### config.mk
export PLATFORM = sky130hd
export DESIGN_NAME = conv1_feed_ctrl
export DESIGN_NICKNAME = d
export VERILOG_FILES = /design/src/rtl/conv1_feed_ctrl.sv
export SDC_FILE = /design/constraint.sdc
export NUM_CORES = 1
export LEC_CHECK = 0
export BUFFER_PORTS_ARGS = -buffer_cell sky130_fd_sc_hd__buf_2
export CELL_PAD_IN_SITES_DETAIL_PLACEMENT = 1
export CELL_PAD_IN_SITES_GLOBAL_PLACEMENT = 2
export CORE_ASPECT_RATIO = 0.6
export CORE_MARGIN = 2
export CORE_UTILIZATION = 30
export DETAILED_ROUTE_END_ITERATION = 16
export GPL_ROUTABILITY_DRIVEN = 0
export PLACE_DENSITY = 0.73
export SETUP_SLACK_MARGIN = 0.4
export SLEW_MARGIN = 20
export SYNTH_ARGS = -nofsm -noshare
export SYNTH_HDL_FRONTEND = slang
export SYNTH_SLANG_ARGS = --single-unit
### constraint.sdc
create_clock -name clk -period 1.9 [get_ports clk]
set_input_delay 0.095 -clock clk [delete_from_list [all_inputs] [get_ports clk]]
set_output_delay 0.095 -clock clk [all_outputs]
set_load 0.01 [all_outputs]
### src/rtl/conv1_feed_ctrl.sv
// Purpose : streams one raster-order image frame from pixel memory into a 3x3 line buffer and counts the returned windows.
// Latency : a read issued in cycle t appears on pix_valid/pix_data in cycle t+2; done follows frame completion by one cycle.
// Backpr. : stall only withholds new memory reads; pixels already in the read pipeline are always delivered.
//
// Ports:
//   clk, rst_n          clock (rising edge) and asynchronous active-low reset
//   start               frame request, only honoured in IDLE
//   stall               downstream hold, suppresses new fetches in FETCH
//   mem_rd_en/mem_addr  pixel memory read strobe and raster-order address
//   mem_rdata           read data, valid the cycle after mem_rd_en
//   pix_valid/pix_data  pixel stream into the line buffer
//   win_valid           window strobe returned by the line buffer
//   win_cnt             windows counted in the current frame (saturates)
//   busy, done, err     FETCH/DRAIN indicator, frame-complete pulse, sticky error
module conv1_feed_ctrl #(
    parameter int WIDTH   = 28,
    parameter int HEIGHT  = 28,
    parameter int ADDR_W  = $clog2(WIDTH * HEIGHT),
    parameter int TIMEOUT = 15
) (
    input  logic              clk,
    input  logic              rst_n,
    input  logic              start,
    input  logic              stall,
    output logic              mem_rd_en,
    output logic [ADDR_W-1:0] mem_addr,
    input  logic [7:0]        mem_rdata,
    output logic              pix_valid,
    output logic [7:0]        pix_data,
    input  logic              win_valid,
    output logic [9:0]        win_cnt,
    output logic              busy,
    output logic              done,
    output logic              err
);

    localparam int                TMO_W     = (TIMEOUT < 1) ? 1 : $clog2(TIMEOUT + 1);
    localparam logic [ADDR_W-1:0] LAST_ADDR = ADDR_W'(WIDTH * HEIGHT - 1);
    localparam logic [9:0]        N_WIN     = 10'((WIDTH - 2) * (HEIGHT - 2));
    localparam logic [TMO_W-1:0]  TMO_MAX   = TMO_W'(TIMEOUT);

    typedef enum logic [1:0] {
        IDLE  = 2'd0,
        FETCH = 2'd1,
        DRAIN = 2'd2,
        DONE  = 2'd3
    } state_t;

    state_t           state;
    state_t           state_next;
    logic             rd_q;        // mem_rdata is valid this cycle
    logic [TMO_W-1:0] tmo;
    logic             accept;      // start taken in IDLE: frame initialisation
    logic             in_frame;
    logic             win_hit;
    logic             win_full;
    logic [9:0]       cnt_next;
    logic             tmo_hit;

    assign accept   = (state == IDLE) && start;
    assign in_frame = (state == FETCH) || (state == DRAIN);
    assign win_hit  = win_valid && in_frame;
    assign win_full = (win_cnt == N_WIN);
    // Count including this cycle's window, saturating at the expected total.
    assign cnt_next = (win_hit && !win_full) ? (win_cnt + 10'd1) : win_cnt;
    // Completion in the same cycle as the timeout takes priority over the error.
    assign tmo_hit  = (state == DRAIN) && (cnt_next != N_WIN) && (tmo == TMO_MAX);

    always_ff @(posedge clk or negedge rst_n) begin
        if (!rst_n) begin
            state <= IDLE;
        end else begin
            state <= state_next;
        end
    end

    always_comb begin
        state_next = state;
        mem_rd_en  = 1'b0;
        case (state)
            IDLE: begin
                if (start) begin
                    state_next = FETCH;
                end
            end
            FETCH: begin
                mem_rd_en = !stall;
                if (!stall && (mem_addr == LAST_ADDR)) begin
                    state_next = DRAIN;
                end
            end
            DRAIN: begin
                if ((cnt_next == N_WIN) || tmo_hit) begin
                    state_next = DONE;
                end
            end
            DONE: begin
                state_next = IDLE;
            end
            default: begin
                state_next = IDLE;
            end
        endcase
    end

    always_ff @(posedge clk or negedge rst_n) begin
        if (!rst_n) begin
            mem_addr  <= '0;
            rd_q      <= 1'b0;
            pix_valid <= 1'b0;
            pix_data  <= 8'd0;
            win_cnt   <= 10'd0;
            err       <= 1'b0;
            tmo       <= '0;
            busy      <= 1'b0;
            done      <= 1'b0;
        end else begin
            // Address stops on the last pixel rather than wrapping.
            if (accept) begin
                mem_addr <= '0;
            end else if (mem_rd_en && (mem_addr != LAST_ADDR)) begin
                mem_addr <= mem_addr + ADDR_W'(1);
            end

            // Two-stage read pipeline, independent of state and stall.
            rd_q      <= mem_rd_en;
            pix_valid <= rd_q;
            pix_data  <= rd_q ? mem_rdata : 8'd0;

            if (accept) begin
                win_cnt <= 10'd0;
            end else begin
                win_cnt <= cnt_next;
            end

            if (accept) begin
                err <= 1'b0;
            end else if ((win_hit && win_full) || tmo_hit) begin
                err <= 1'b1;
            end

            if (accept) begin
                tmo <= '0;
            end else if (state == DRAIN) begin
                tmo <= tmo + TMO_W'(1);
            end

            busy <= (state_next == FETCH) || (state_next == DRAIN);
            done <= (state_next == DONE);
        end
    end

endmodule

## After elaboration in Yosys (flattened, before gate mapping)

Index checks and enable logic that the tools add are counted.

| word-level totals | value |
|---|---|
| latch bits | 0 |
| bits in read-only memories | 0 |
| memories kept | 0 |
| memory bits (writable) | 0 |
| output and inout port bits | 33 |
| register bits | 39 |
| logic and storage cells | 57 |
| input bits | 13 |

| operators by class | value |
|---|---|
| reductions and logical operators | 18 |
| eq/ne operators | 12 |
| $mul | 0 |
| div/mod/pow operators | 0 |
| bitwise gates (word level) | 0 |
| muxes and demuxes | 14 |
| shift operators | 0 |
| $lt $le $gt $ge | 0 |
| add/subtract/negate cells | 3 |

Operators with widths:

| operator | count |
|---|---|
| 2-to-1 mux 10 bit | 4 |
| == test 10 bit, second input constant | 3 |
| adder 10 x 1 -> 10 bit, second input constant | 2 |
| != test 10 bit, second input constant | 2 |
| == test 2 bit, second input constant | 4 |
| logical AND 1 bit | 8 |
| 2-to-1 mux 4 bit | 2 |
| 2-to-1 mux 8 bit | 1 |
| one-hot mux 2 bit (4 select lines) | 1 |
| 2-to-1 mux 2 bit | 3 |
| nonzero test 2 bit | 3 |
| adder 4 x 1 -> 4 bit, second input constant | 1 |
| == test 2 x 1 -> 1 bit, second input constant | 2 |
| == test 4 bit, second input constant | 1 |
| logical OR 1 bit | 4 |
| 2-to-1 mux 1 bit | 3 |
| logical NOT 1 bit | 2 |
| logical NOT 2 bit | 1 |

## Depth between registers and ports, before layout

Gate-level depths: netlist (run 1).

| logic depth | value |
|---|---|
| depth in word-level cells | 13 |
| depth in mapped cells | 8 |
| mapped depth without buffers | 8 |

## Worst setup path after synthesis (run 1)

No wires, ideal clock.

| timing | value |
|---|---|
| kind | reg-to-reg |
| start point | reg win_cnt[0] |
| end point | reg busy |
| slack | -0.172 ns |
| setup time | 0.126 ns |
| buffers on the path | 0 |
| cell stages (with the launch flop) | 9 |
| arrival | 1.946 ns |
| cells stage by stage | dfrtp_1 inv_1 ha_1 and4b_4 a31oi_4 nor3b_2 o2111ai_1 a21oi_1 ha_1 |

| on the way | value |
|---|---|
| cells in the longest elaborated chain, start to end | 12 |

RTL lines:

| item | line | text |
|---|---|---|
| from (decl) | 31 | `output logic [9:0] win_cnt,` |
| from (signal assigned) | 133 | `win_cnt <= cnt_next;` |
| parallel branches: the longest is 3 deep, another holds adder 10 x 1 -> 10 bit | - |  |
| 2-to-1 mux 10 bit (*) | 65 | `assign cnt_next = (win_hit && !win_full) ? (win_cnt + 10'd1) : win_cnt;` |
| != test 10 bit | 67 | `assign tmo_hit = (state == DRAIN) && (cnt_next != N_WIN) && (tmo == TMO_MAX);` |
| logical AND 1 bit (2 in series) | 67 |  |
| logical OR 1 bit (*) | 93 | `if ((cnt_next == N_WIN) \|\| tmo_hit) begin` |
| 2-to-1 mux 2 bit (*) | 93 |  |
| one-hot mux 2 bit (4 select lines) (*) | 80 | `case (state)` |
| named net state_next[0] | 50 | `state_t state_next;` |
| == test 2 x 1 -> 1 bit or == test 2 bit (tied branches) | 148 | `busy <= (state_next == FETCH) \|\| (state_next == DRAIN);` |
| logical OR 1 bit (*) | 148 |  |
| to (signal assigned) | 148 |  |
| to (decl) | 32 | `output logic busy,` |

Mark *: on every way through the listed nets, which the timed path passes.
A chain may end at the register's enable or synchronous reset.

## Worst setup path in the final report (run 1)

| timing | value |
|---|---|
| start point | reg state[0] |
| end point | reg busy |

| on the way | value |
|---|---|
| cells in the longest elaborated chain, start to end | 13 |

RTL lines:

| item | line | text |
|---|---|---|
| from (decl) | 49 | `state_t state;` |
| from (signal assigned) | 73 | `state <= state_next;` |
| == test 2 x 1 -> 1 bit or == test 2 bit (tied branches) | 61, 80, 67 |  |
| logical OR 1 bit | 61 | `assign in_frame = (state == FETCH) \|\| (state == DRAIN);` |
| logical AND 1 bit | 62 | `assign win_hit = win_valid && in_frame;` |
| logical AND 1 bit | 65 |  |
| 2-to-1 mux 10 bit | 65 |  |
| != test 10 bit | 67 |  |
| logical AND 1 bit (2 in series) | 67 |  |
| logical OR 1 bit | 93 |  |
| 2-to-1 mux 2 bit | 93 |  |
| one-hot mux 2 bit (4 select lines) (*) | 80 |  |
| named net state_next[0] | 50 |  |
| == test 2 x 1 -> 1 bit or == test 2 bit (tied branches) | 148 |  |
| logical OR 1 bit (*) | 148 |  |

The timed path passes the listed nets; every way through them passes the cells marked *.

==> implementation parameters, run 1 <==
Parameter                              Value

Floorplanning
  Die Ht    66.7 um
  Die outline area    0.00723 mm2
  Floorplan row count    22
  Initial Utilization    roughly a third
  Core Area    0.00622 mm2
  Die W    around 110 um
  I/O pin count    46

Pwr
  Leak    ~1.5 nW
  Clock network fraction of total power    27.7%
  Sw Share    between 30 and 40%
  Total power    approximately 0.0026 W
  Internal portion of total power    between 0.0015 and 0.002 W
  Part of the power in registers    between 30% and 40%
  Power density of the placed cells    between 800 and 900 mW/mm2
  Max rail drop VDD    406 uV
  Logic gate share of total power    about 35%
  Switching power total    0.000863 W

Timing
  Endpoints failing setup    1
  Final period demand of the worst path    around 2 ns
  Setup_tns    -0.0947 ns
  Final slew viol count    0
  Minimum hold slack    ~0.0087 ns
  Upper clock frequency limit    about 0.5 GHz
  Transition time at the pin with the least slew margin    ~0.54 ns
  Final worst path period share    105%
  Number of hold violations in the final report    0
  Skew final    slightly below 0.007 ns
  Relative slew slack    between 60% and 70%
  Final worst slack    -0.0947 ns
  Unrepaired setup endpoints after global routing    yes

Setup path
  Critical path class    flip-flop to flip-flop
  Maximum fanout encountered on the critical timing path    3
  Critical path launch point type    flip-flop
  Crit path DAT    approximately 2.2 ns
  Capturing element type of the critical path    flip-flop
  Required time of the worst setup path    between 2 and 2.5 ns

CTS
  Clk root buf    sky130_fd_sc_hd__clkbuf_8
  Skew-Pair Late Insertion Delay    about 0.3 ns
  Number of H-tree levels    2
  Sink count of the clock tree    39
  Clock buffer count from CTS    5
  Clock-pin slew reported for the worst setup and hold paths after clock tree synthesis    0.08 ns
  Largest buffer count on any clock path    2
  TritonCTS clock tree    done

Synthesis
  Number of enable-type register cells in the synthesized netlist    0
  Share of flip-flops with an asynchronous set or reset    100%
  Number of distinct library cell variants in the gate-level netlist after synthesis    42
  Cell Area, Synth    slightly below 0.002 mm2
  Net count after synthesis    between 200 and 250
  Post-Syn Instances    about 190
  Fraction of the yosys area taken by sequential cells    about half
  Top FF cell, synth    sky130_fd_sc_hd__dfrtp_1
  Average cell area after synthesis    about 10 um2
  Yosys warning total    0
  Synth Register Bits    39

Detailed routing
  Count of routing violations after the opening detailed-route iteration    27
  Vias per cell    4.77
  Initial DRT Pass Iterations    4
  Number of nets with antenna violations after detailed routing    0
  Routed wirelength normalized by instance count    around 15 um
  Post-detailed-routing wire length    around 5.6 mm
  DRC violations left    0
  Routed vias    approximately 1,700

GRT
  Vias in the first global route    between 1,500 and 2,000
  Total Routing Usage GR    16.8%
  Initial antenna violation count    0
  Pin count of the biggest net entering global routing    22
  Global route total overflow    0
  Global-route wire length before repair    a little over 9 mm

Min path
  Worst min-delay path category    input port to flip-flop

Place
  Placed wire-length estimate after detailed placement    roughly 4.0 mm
  Port bufs    45

Finish
  Layout cells sized above 1    around half
  Final-layout fill cell count    706
  Total number of nets in the final design    approximately 300
  Layout-stage area growth over the synthesis result    51.3%
  Number of antenna cells inserted    0

Status
  Violations in the final reports    setup timing
  Result of the run    finished with violations

Run
  Number of max-capacitance violations reported    0
==> cells in the final DEF (no fill, tap or decap), drive strengths merged, types with 2 or more instances in the layout <==
master	n
dfrtp	39
nand3	8
and3	4
ha	9
xor2	11
buf	87
mux2i	3
inv	6
a21oi	5
nand4	8
o21ai	2
nand2	9
and2	12
nor3b	3
nor3	5
or3	2
nor2	28
clkbuf	6
xnor2	7
a41oi	2
a31oi	2
==> synth_stat cells (5+ instances only) <==
library cell / n / share of area (%)
sky130_fd_sc_hd__dfrtp_1: 39 / 50
sky130_fd_sc_hd__nor3_1: 5 / 1.3
sky130_fd_sc_hd__nand3_1: 8 / 2.0
sky130_fd_sc_hd__ha_1: 9 / 5.7
sky130_fd_sc_hd__nand2_1: 9 / 1.7
sky130_fd_sc_hd__clkbuf_1: 5 / 0.96
sky130_fd_sc_hd__xnor2_1: 7 / 3.1
sky130_fd_sc_hd__nor2_1: 28 / 5.4
sky130_fd_sc_hd__and2_1: 11 / 3.5
sky130_fd_sc_hd__xor2_1: 11 / 4.9
sky130_fd_sc_hd__nand4_1: 8 / 2.5
sky130_fd_sc_hd__inv_1: 6 / 1.1
sky130_fd_sc_hd__a21oi_1: 5 / 1.3
==> power by group through the flow <==
| stage | combinational, W | sequential [W] | clock, W |
|---|---|---|---|
| after floorplan | 0.000365 | 0.00105 | 0 |
| after CTS | 0.000899 | 0.000993 | 0.000756 |
| final | 0.000914 | 0.000995 | 0.000732 |
| after detailed placement | 0.000760 | 0.00100 | 0 |
| after global routing | 0.00100 | 0.00101 | 0.000790 |
| after global placement | 0.000751 | 0.000996 | 0 |
==> critical path, stage by stage, from the launching register on <==
cell and delay, ns:
sky130_fd_sc_hd__dfrtp_1 0.37, sky130_fd_sc_hd__inv_2 0.06, sky130_fd_sc_hd__ha_4 0.26, sky130_fd_sc_hd__nand4_1 0.17, sky130_fd_sc_hd__or2_1 0.31, sky130_fd_sc_hd__o21ai_2 0.14
sky130_fd_sc_hd__o2111ai_2 0.16, sky130_fd_sc_hd__a21oi_2 0.17, sky130_fd_sc_hd__ha_1 0.24
==> metal layers <==
| layer | GRT usage (%) | vias to the layer above | routed length [um] |
|---|---|---|---|
| met5 | 0 | - | 0 |
| met4 | 5.29 | 0 | 76 |
| met3 | 3.72 | 8 | 207 |
| met2 | 25.2 | 35 | 2360 |
| met1 | 23.9 | 858 | 2940 |
| li1 | - | 826 | - |
==> stage by stage <==
| step | cells | worst slack (ns) | util (%) | instance area [um2] |
|---|---|---|---|---|
| 3_5_place_dp | 339 | -0.127 | 41.0 | 2550 |
| 5_1_grt | 362 | -0.189 | 47.8 | 2970 |
| 3_3_place_gp | 339 | -0.0537 | 41.0 | 2550 |
| 6_report | 362 | -0.0947 | 47.8 | 2970 |
| 2_1_floorplan | 188 | 0.0172 | - | 2030 |
| 4_1_cts | 360 | -0.0568 | 46.3 | 2880 |
==> final timing paths <==
check                              from     endpoint  slack (ns)  depth (start not counted)
hold reg to reg                    rd_q    pix_valid        0.53                          0
setup reg to reg               state[0]         busy       -0.09                          8
setup / recovery               state[0]         busy       -0.09                          8
hold / removal             mem_rdata[4]  pix_data[4]       0.009                          2
max in group asynchronous         rst_n    pix_valid        1.03                          3
min in group asynchronous         rst_n  mem_addr[3]        0.30                          2
==> logic make-up after synthesis <==
| group | after synthesis | share of synthesized area [%] |
|---|---|---|
| buffers and inverters | 12 | 2.36 |
| multiplexers | 3 | 1.53 |
| AND/OR/NAND/NOR | 86 | 23.9 |
| AO/OA/AOI/OAI | 21 | 8.73 |
| flip-flops | 39 | 49.7 |
| XOR/XNOR | 18 | 8.03 |
| adder cells (fa/ha/maj) | 9 | 5.73 |
==> what timing repair did <==
action                     in CTS  in global routing
hold endpoints to repair       19                  0
pin swaps                      17                  7
setup endpoints to repair      24                 27
hold buffers                    1                  0
gates resized for setup        24                 14
buffers inserted               12                  2
gates cloned                    0                  0
==> flip-flops by register name, summed over array words and instances, names as in the netlist <==
signal / flops
busy: 1
err: 1
done: 1
pix_data: 8
rd_q: 1
win_cnt: 10
state: 2
tmo: 4
pix_valid: 1
mem_addr: 10
==> layout make-up <==
type	count	area, um2	area share, %
clock buffer	6	82.6	2.78
clock inverter	2	35.0	1.18
inverter	6	25.0	0.842
multi-input combinational	137	1170	39.4
sequential	39	982	33.0
tap	84	105	3.54
timing repair buffer	88	573	19.3
Note: power is estimated with default switching activity, not from simulation.
==> run 2, diff against run 1 <==
TNS_END_PERCENT = 5   (was default)
==> run 2 against run 1 <==
Effect of this change:
- final cell count increased by 1.1%
- power decreased by 2.9%
- sequential power decreased by 1%
- via count increased by 2.0%
- the flow still finishes with violations (setup timing)
- register-to-register slack got worse by 0.13 ns
- setup slack got worse by 0.13 ns
- die area unchanged
- global-route usage increased by 0.47 points
- sequential share of layout area increased by 0.097 points
- critical path depth unchanged
- maximum frequency decreased by 6.0%
==> implementation parameters, run 2 (synthesis results as in run 1) <==
Parameter                              Value

Detailed routing
  Count of routing violations after the opening detailed-route iteration    around 60
  Routed vias    between 1,500 and 2,000
  DRC violations left    0
  Routed wirelength normalized by instance count    16.2 um
  Vias per cell    between 4 and 5
  Post-detailed-routing wire length    between 5 and 6 mm
  Initial DRT Pass Iterations    4
  Number of nets with antenna violations after detailed routing    0

Floorplanning
  Die W    between 100 and 150 um
  Initial Utilization    a little under a third
  Floorplan row count    22
  I/O pin count    46
  Die Ht    roughly 67 um
  Core Area    about 0.0062 mm2
  Die outline area    approximately 0.0072 mm2

Timing
  Unrepaired setup endpoints after global routing    yes
  Skew final    0.0129 ns
  Relative slew slack    roughly 60%
  Final worst slack    -0.222 ns
  Number of hold violations in the final report    0
  Final worst path period share    112%
  Final period demand of the worst path    between 2 and 2.5 ns
  Minimum hold slack    approximately 0.014 ns
  Endpoints failing setup    4
  Transition time at the pin with the least slew margin    0.606 ns
  Final slew viol count    0
  Upper clock frequency limit    between 0.4 and 0.5 GHz

Finish
  Final standard cell utilization of the core    47.5%
  Number of antenna cells inserted    0
  Final-layout fill cell count    around 710
  Layout cells sized above 1    between 40% and 50%
  Finished layout cell area    0.00295 mm2
  Commonest cells after routing, fill and taps aside    sky130_fd_sc_hd__buf_2 (45), sky130_fd_sc_hd__dfrtp_1 (37), sky130_fd_sc_hd__buf_4 (36), sky130_fd_sc_hd__nor2_1 (24)
  Total number of nets in the final design    ~300
  Most common cell after layout, fill and taps aside    sky130_fd_sc_hd__buf_2
  Layout-stage area growth over the synthesis result    50.3%
  Leading registers by flop count    mem_addr x10, win_cnt x10, pix_data x8

Place
  Port bufs    45
  Placed wire-length estimate after detailed placement    approximately 4.3 mm
  Worst slack after detailed placement    -0.229 ns
  Placement Cell Area    roughly 0.0026 mm2

Min path
  Worst min-delay path category    input port to flip-flop

GRT
  Global-route wire length before repair    approximately 9.2 mm
  Global route total overflow    0
  Initial antenna violation count    0
  Pin count of the biggest net entering global routing    26
  Total Routing Usage GR    between 10% and 20%
  Vias in the first global route    between 1,500 and 2,000

CTS
  Clock buffer count from CTS    5
  Largest buffer count on any clock path    2
  Skew-Pair Late Insertion Delay    between 0.3 and 0.4 ns
  Sink count of the clock tree    39
  TritonCTS clock tree    done
  Clk root buf    sky130_fd_sc_hd__clkbuf_8
  Number of H-tree levels    2
  Clock-pin slew reported for the worst setup and hold paths after clock tree synthesis    ~0.090 ns

Status
  Result of the run    finished with violations
  Violations in the final reports    setup timing

Pwr
  Leak    1.45 nW
  Clock network fraction of total power    a little under a quarter
  Sw Share    35.6%
  Power density of the placed cells    around 870 mW/mm2
  Logic gate share of total power    38.1%
  Internal portion of total power    between 0.0015 and 0.002 W
  Max rail drop VDD    318 uV
  Part of the power in registers    roughly two fifths
  Switching power total    ~0.0009 W

Setup path
  Maximum fanout encountered on the critical timing path    3
  Critical path class    flip-flop to flip-flop
  Crit path DAT    2.31 ns
  Capturing element type of the critical path    flip-flop
  Required time of the worst setup path    2.09 ns
  Critical path launch point type    flip-flop

Run
  Number of max-capacitance violations reported    0
run 2: cell types whose count changed in the layout (fill, tap and decap cells not counted), sizes merged:
cell / before / now
clkinvlp: 0 / 2
bufinv: 1 / 0
buf: 87 / 86
clkbuf: 6 / 5
inv: 6 / 7
clkinv: 1 / 0
dlygate4sd3: 1 / 6
run 2: worst paths after layout:
check	startpoint	end	slack [ns]	depth (start not counted)
setup / recovery	state[1]	busy	-0.22	8
hold / removal	mem_rdata[6]	pix_data[6]	0.01	2
setup reg to reg	state[1]	busy	-0.22	8
hold reg to reg	rd_q	pix_valid	0.51	0
max in group asynchronous	rst_n	mem_addr[3]	1.01	3
min in group asynchronous	rst_n	err	0.33	2
run 2: layout make-up:
| cell class | instances | area, um2 | area share [%] |
|---|---|---|---|
| clock buffers | 5 | 68.8 | 2.33 |
| clock inverters | 3 | 23.8 | 0.805 |
| well taps | 84 | 105 | 3.56 |
| flip-flops and latches | 39 | 978 | 33.1 |
| repair buffers | 92 | 621 | 21.0 |
| multi-input cells | 137 | 1130 | 38.4 |
| inverters | 6 | 22.5 | 0.763 |
run 2: worst max-delay path, stage by stage, from the launching register on:
cell                        delay (ns)
sky130_fd_sc_hd__dfrtp_1          0.38
sky130_fd_sc_hd__inv_2            0.06
sky130_fd_sc_hd__ha_4             0.27
sky130_fd_sc_hd__nand4_1          0.19
sky130_fd_sc_hd__or2_1            0.32
sky130_fd_sc_hd__o21ai_2          0.18
sky130_fd_sc_hd__o2111ai_2        0.18
sky130_fd_sc_hd__a21oi_2          0.17
sky130_fd_sc_hd__ha_1             0.25
run 2: power by group through the flow:
stage	clock network [W]	registers, W	logic [W]
floorplan	0	0.00105	0.000354
global placement	0	0.000989	0.000816
detailed placement	0	0.000998	0.000838
CTS	0.000628	0.000982	0.000965
global route	0.000659	0.000996	0.00105
finish	0.000604	0.000982	0.000978
run 2: layer usage:
layer	up-vias	wire length, um	GRT usage [%]
met3	8	192	3.33
met5	-	0	0
met4	0	85	6.25
met2	30	2600	26.8
met1	889	3040	23.9
li1	835	-	-
run 2: timing repair:
item                                   CTS  global route
pin swaps                               29            26
setup endpoints to repair               24            24
setup buffers                            2             1
gates resized for setup                 30             9
endpoints found under the hold margin   28             0
hold buffers                             6             0
run 2: per-stage QoR:
step / TNS (ns) / std cells / total power [W]
2_1_floorplan: 0 / 188 / 0.00141
3_3_place_gp: -0.184 / 349 / 0.00181
3_5_place_dp: -0.343 / 349 / 0.00184
4_1_cts: -0.136 / 365 / 0.00257
5_1_grt: -0.707 / 366 / 0.00271
6_report: -0.424 / 366 / 0.00256
